===== src/rtl/baud_generator.sv =====
// rtl/baud_generator.sv - programmable baud generator with oversample strobe, baud tick and 50% divided clock
// A new divisor is staged as pending and only swapped in at a period boundary (RUN) or immediately while idle.
module baud_generator #(
    parameter int DIV_WIDTH  = 16,
    parameter int OVERSAMPLE = 16,
    parameter int RESET_DIV  = 10
) (
    input  logic                 clock,
    input  logic                 reset,
    input  logic                 enable,
    input  logic [DIV_WIDTH-1:0] div_value,
    input  logic                 div_load,
    output logic                 div_ack,
    output logic                 div_err,
    output logic                 os_tick,
    output logic                 tick,
    output logic                 d_clock
);

    localparam int OS_W = $clog2(OVERSAMPLE);
    localparam logic [OS_W-1:0]      OS_LAST = OS_W'(OVERSAMPLE - 1);
    localparam logic [OS_W-1:0]      OS_HALF = OS_W'(OVERSAMPLE / 2 - 1);
    localparam logic [DIV_WIDTH-1:0] DIV_RST = DIV_WIDTH'(RESET_DIV);

    typedef enum logic {IDLE, RUN} state_t;

    state_t                state;
    logic [DIV_WIDTH-1:0]  div_active;
    logic [DIV_WIDTH-1:0]  div_pend;
    logic                  pend;
    logic [DIV_WIDTH-1:0]  sub_cnt;
    logic [OS_W-1:0]       os_cnt;

    logic load_ok;
    logic sub_wrap;
    logic os_wrap;

    always_comb begin
        load_ok  = div_load && (div_value != '0);
        sub_wrap = (sub_cnt == div_active - DIV_WIDTH'(1));
        os_wrap  = (os_cnt == OS_LAST);
    end

    always_ff @(posedge clock) begin
        if (reset) begin
            state      <= IDLE;
            div_active <= DIV_RST;
            div_pend   <= '0;
            pend       <= 1'b0;
            sub_cnt    <= '0;
            os_cnt     <= '0;
            div_ack    <= 1'b0;
            div_err    <= 1'b0;
            os_tick    <= 1'b0;
            tick       <= 1'b0;
            d_clock    <= 1'b0;
        end else begin
            div_err <= div_load && (div_value == '0);
            div_ack <= 1'b0;
            os_tick <= 1'b0;
            tick    <= 1'b0;
            if (load_ok) begin
                div_pend <= div_value;
                pend     <= 1'b1;
            end
            if (!enable) begin
                state   <= IDLE;
                sub_cnt <= '0;
                os_cnt  <= '0;
                d_clock <= 1'b0;
                // Nothing is counting, so a divisor can be swapped in right away.
                if (load_ok) begin
                    div_active <= div_value;
                    pend       <= 1'b0;
                    div_ack    <= 1'b1;
                end else if (pend) begin
                    div_active <= div_pend;
                    pend       <= 1'b0;
                    div_ack    <= 1'b1;
                end
            end else if (state == IDLE) begin
                state   <= RUN;
                sub_cnt <= '0;
                os_cnt  <= '0;
                d_clock <= 1'b0;
            end else if (sub_wrap) begin
                sub_cnt <= '0;
                os_tick <= 1'b1;
                os_cnt  <= os_wrap ? '0 : os_cnt + OS_W'(1);
                if (os_wrap || os_cnt == OS_HALF)
                    d_clock <= ~d_clock;
                if (os_wrap) begin
                    tick <= 1'b1;
                    // Uses the pend flag from before this edge, so a load landing now waits a full period.
                    if (pend) begin
                        div_active <= div_pend;
                        pend       <= load_ok;
                        div_ack    <= 1'b1;
                    end
                end
            end else begin
                sub_cnt <= sub_cnt + DIV_WIDTH'(1);
            end
        end
    end

endmodule

===== config.mk =====
export PLATFORM = sky130hd
export DESIGN_NAME = baud_generator
export DESIGN_NICKNAME = d
export VERILOG_FILES = /design/src/rtl/baud_generator.sv
export SDC_FILE = /design/constraint.sdc
export NUM_CORES = 1
export LEC_CHECK = 0
export ABC_CLOCK_PERIOD_IN_PS = 10650
export BUFFER_PORTS_ARGS = -buffer_cell sky130_fd_sc_hd__buf_2
export CORE_UTILIZATION = 50
export DETAILED_ROUTE_END_ITERATION = 8
export PLACE_DENSITY = 0.7
export REMOVE_ABC_BUFFERS = 1
export SYNTH_ARGS = -nofsm -noshare
export SYNTH_HDL_FRONTEND = slang
export SYNTH_SLANG_ARGS = --single-unit

===== constraint.sdc =====
create_clock -name clock -period 10.65 [get_ports clock]
set_input_delay 0.5325 -clock clock [delete_from_list [all_inputs] [get_ports clock]]
set_output_delay 0.5325 -clock clock [all_outputs]
set_load 0.02 [all_outputs]

==> results <==
- The flow ran to the end, and the final reports show no timing, DRC or antenna violations.
- The number of warning messages in the yosys log is 0.
- The normalized max-slew margin is 39.2%.
- In the synthesized netlist the dominant register cell turns out to be dfxtp_1.
- Leaving out fill and tap cells, the most frequent cells in the layout are dfxtp_1, nand2_1, nor2_1, a21oi_1, buf_2.
- Summed over all layers, the routed wires come to 6580 microns.
- Of the total power, the share spent switching nets is 25.9%.
- The startpoint identified for the worst register-to-register timing path is div_active[0]$_SDFFE_PP0P_.
- The clock arrives with 0.00890 ns of skew.
- After detailed routing, the number of remaining DRC violations is 0.
- The upper clock frequency limit is 259 MHz.
- Of the cells placed in the final design, the portion with a size suffix greater than 1 is 13.4%.
- Setup repair after global routing left no endpoint under its margin.
- The core region is 5890 sq um.
- Counting every instance in the synthesized netlist gives 364.
- In this run, synthesis inferred 0 flip-flops with an integrated enable.
- The net switching power of the design is 119 uW.
- The floorplan has 28 rows.
- For flop-to-flop paths, the worst setup slack is 6.79 ns.
- The floorplan step defined a die boundary enclosing 6410 sq um.
- The H-tree generated during clock tree synthesis spans 3 levels.
- For the pin with the worst max-slew slack, the measured transition is 0.911 ns.
- The number of clock sinks seen by CTS is 59.
- The internal power is 340 uW.
- After synthesis the cells add up to 3050 sq um.
- The routability congestion estimate is 0.866.
- The initial antenna violation count is 0.
- The wire-length estimate of the detail-placed layout is 4570 microns.
- The number of global-route vias before repair is 2282.
- The required arrival time at the worst endpoint is 10.87 ns.
- Counting instances, the worst hold path has a depth of 3.
- Once the floorplan was initialized, standard cells occupied 51.8% of the core.
- The number of cells upsized or downsized after cts is 0.
- The data arrival time of the worst path is 4.09 ns.
- The CTS tree is yes.
- Of the synthesized area, sequential elements account for 38.7%.
- The growth of design area from synthesis to finish is 9.36%.
- The class of the most critical hold timing path is in2reg.
- In this run, flip-flops and latches consume 51.5% of the power.
- After detailed routing, the number of vias per cell comes to 5.75.
- The die boundary height is 80.1 microns.
- The number of clock buffers added by TritonCTS is 9.
- In the finished design, the share of the clock period the worst path needs comes to 36.3%.
- The hold buffer count at CTS is 0.
- For this run, the post-layout net count is 401.
- Measured in cells, the most critical reg-to-reg path has a length of 8.
- The clock latency of the later-clocked register in the worst-skew pair is 0.34 ns.
- In this run the most critical hold path is launched from div_value[4].
- In this run the horizontal extent of the chip is 80.1 microns.
- The maximum vdd ir drop is 0.000116 V.
- The number of maximum-capacitance constraint violations is 0.
- The worst flop-to-flop path endpoint is div_active[1]$_SDFFE_PP1P_.
- In this run the worst path has a maximum fanout of 16.
- The worst setup path is launched from a flop.
- Once the clock tree was built, the setup fixing pass inserted 0 buffers.
- After synthesis, the share of flip-flops with an asynchronous set or reset is 0%.
- The iteration-0 DRC count of the detailed router is 154.
- The share of power burned in combinational logic is 9.8%.
- The hold violation total from the final report is 0.
- The sum of internal, switching and leakage power is 459 uW.
- The kind of critical path is reg2reg.
- The total power per unit cell area is 138 nW/um^2.
- The number of antenna diodes in the final layout is 0.
- Global routing used 21.8% of the available tracks across all layers.
- The largest net degree at the start of global routing is 37.
- Setup violations remaining at the end of the flow were counted as 0.
- The routed layout has 2622 vias.
- The average instance in the mapped netlist occupies 8.38 sq um.
- The endpoint kind of the worst setup timing path is a flop.
- For hold timing, the worst endpoint is div_pend[4]$_SDFFE_PP0P_.
- Counting flops and latches in the post-synthesis netlist gives 59.
- The post-route minimum period is 3.86 ns.
- In the final routed layout, each cell accounts on average for 14.4 microns.
- The detailed-routing iteration count for the pre-antenna-repair pass is 4.
- The distinct cell type count after synthesis is 48.
- The clock passes through at most 2 buffers.
- The wire length of the first global-routing pass is 10700 microns.
- In this run the static leakage power is 1.26 nW.
- The buffer cell driving the clock tree root is clkbuf_8.
- The aggregate negative setup slack is 0 ns.
- After clock tree synthesis, the clock-pin slew on the worst setup and hold paths is 0.07 ns.
- The final antenna-violating net count is 0.
- The most frequent standard cell in the layout excluding fill and tap cells is dfxtp_1.
- 25 I/O pins were placed.
- The number of max-slew violations in the final report is 0.
- Global routing finished with a remaining overflow of 0.
- Input and output buffers added on the ports amount to 24.
- The part of the total power dissipated in the clock network is 38.6%.
[cell families (layout without fill, tap and decap cells)]
kind of cell    count (synthesis)  count (layout)  synth area share [%]
buf+inv                        28              45                  4.10
simple gates                  157             157                  24.1
xor+xnor                       37              37                  10.6
flops                          59              59                  38.7
fa+ha+maj                       3               3                  1.23
compound gates                 64              64                  15.7
mux                            16              16                  5.50
[registers in the layout, summed over array words and instances, names as in the netlist]
name        count
sub_cnt        16
os_cnt          4
state           1
div_active     16
div_err         1
d_clock         1
tick            1
pend            1
os_tick         1
div_ack         1
div_pend       16
[final cells by class]
class                           count  area, sq um
Timing Repair Buffer               25          128
Fill cell                         557         2550
Sequential cell                    59         1180
Clock buffer                       11          151
Multi-Input combinational cell    277         1740
Inverter                            6         22.5
Tap cell                           75         93.8
Clock inverter                      3         15.0
[worst max path at each step]
stage                                          start  depth (start not counted)                         end
after floorplan           div_active[0]$_SDFFE_PP0P_                          8  div_active[1]$_SDFFE_PP1P_
after global placement    div_active[0]$_SDFFE_PP0P_                          8  div_active[3]$_SDFFE_PP1P_
after detailed placement  div_active[0]$_SDFFE_PP0P_                          8  div_active[1]$_SDFFE_PP1P_
after CTS                 div_active[0]$_SDFFE_PP0P_                          8  div_active[1]$_SDFFE_PP1P_
after global routing      div_active[0]$_SDFFE_PP0P_                          8  div_active[1]$_SDFFE_PP1P_
final                     div_active[0]$_SDFFE_PP0P_                          8  div_active[1]$_SDFFE_PP1P_
[cells in the mapped netlist (6+ instances only)]
cell type	instances	share of area, %
dfxtp_1	59	39
nand2_1	53	6.5
nor2_1	45	5.5
a21oi_1	24	3.9
xor2_1	19	5.5
xnor2_1	18	5.2
clkbuf_1	16	2.0
nand3_1	13	2.1
mux2i_1	10	3.3
o21ai_0	10	1.6
a222oi_1	9	3.0
and3_1	7	1.4
nor4_1	7	1.4
inv_1	6	0.74
mux2_2	6	2.2
nor3_1	6	0.98
[metrics by stage]
| step | util, % | instance area (sq um) | setup slack [ns] | hold WS, ns | instances |
|---|---|---|---|---|---|
| finish | 56.7 | 3330 | 6.79 | 0.452 | 456 |
| global route | 56.7 | 3330 | 6.57 | 0.451 | 456 |
| CTS | 56.7 | 3330 | 6.81 | 0.442 | 456 |
| global placement | 53.8 | 3170 | 6.93 | 0.441 | 442 |
| floorplan | - | 2950 | 7.16 | 0.427 | 342 |
| detailed placement | 53.8 | 3170 | 6.83 | 0.449 | 442 |
[worst max-delay path, cell delays in order, from the launching register on]
cell,delay [ns]
dfxtp_1,0.36
or4_1,0.66
or4_1,0.53
a2111oi_2,0.39
nand4_1,0.22
a2111oi_4,0.61
a31oi_4,0.33
o21bai_4,0.28
a221o_1,0.36
[power groups by stage]
stage	Sequential, mW	Clock, mW	Combinational (mW)
finish	0.237	0.177	0.0451
global route	0.238	0.188	0.0494
CTS	0.236	0.180	0.0451
detailed placement	0.241	0	0.0446
global placement	0.241	0	0.0439
floorplan	0.239	0	0.0303
[layer usage]
layer / track usage (%) / up-vias / routed length, microns
met2: 33.6 / 61 / 3020
li1: - / 1314 / -
met1: 28.3 / 1233 / 3170
met4: 11.8 / 0 / 164
met3: 4.66 / 14 / 228
met5: 0 / - / 0
Power figures use the tool's default switching activity.
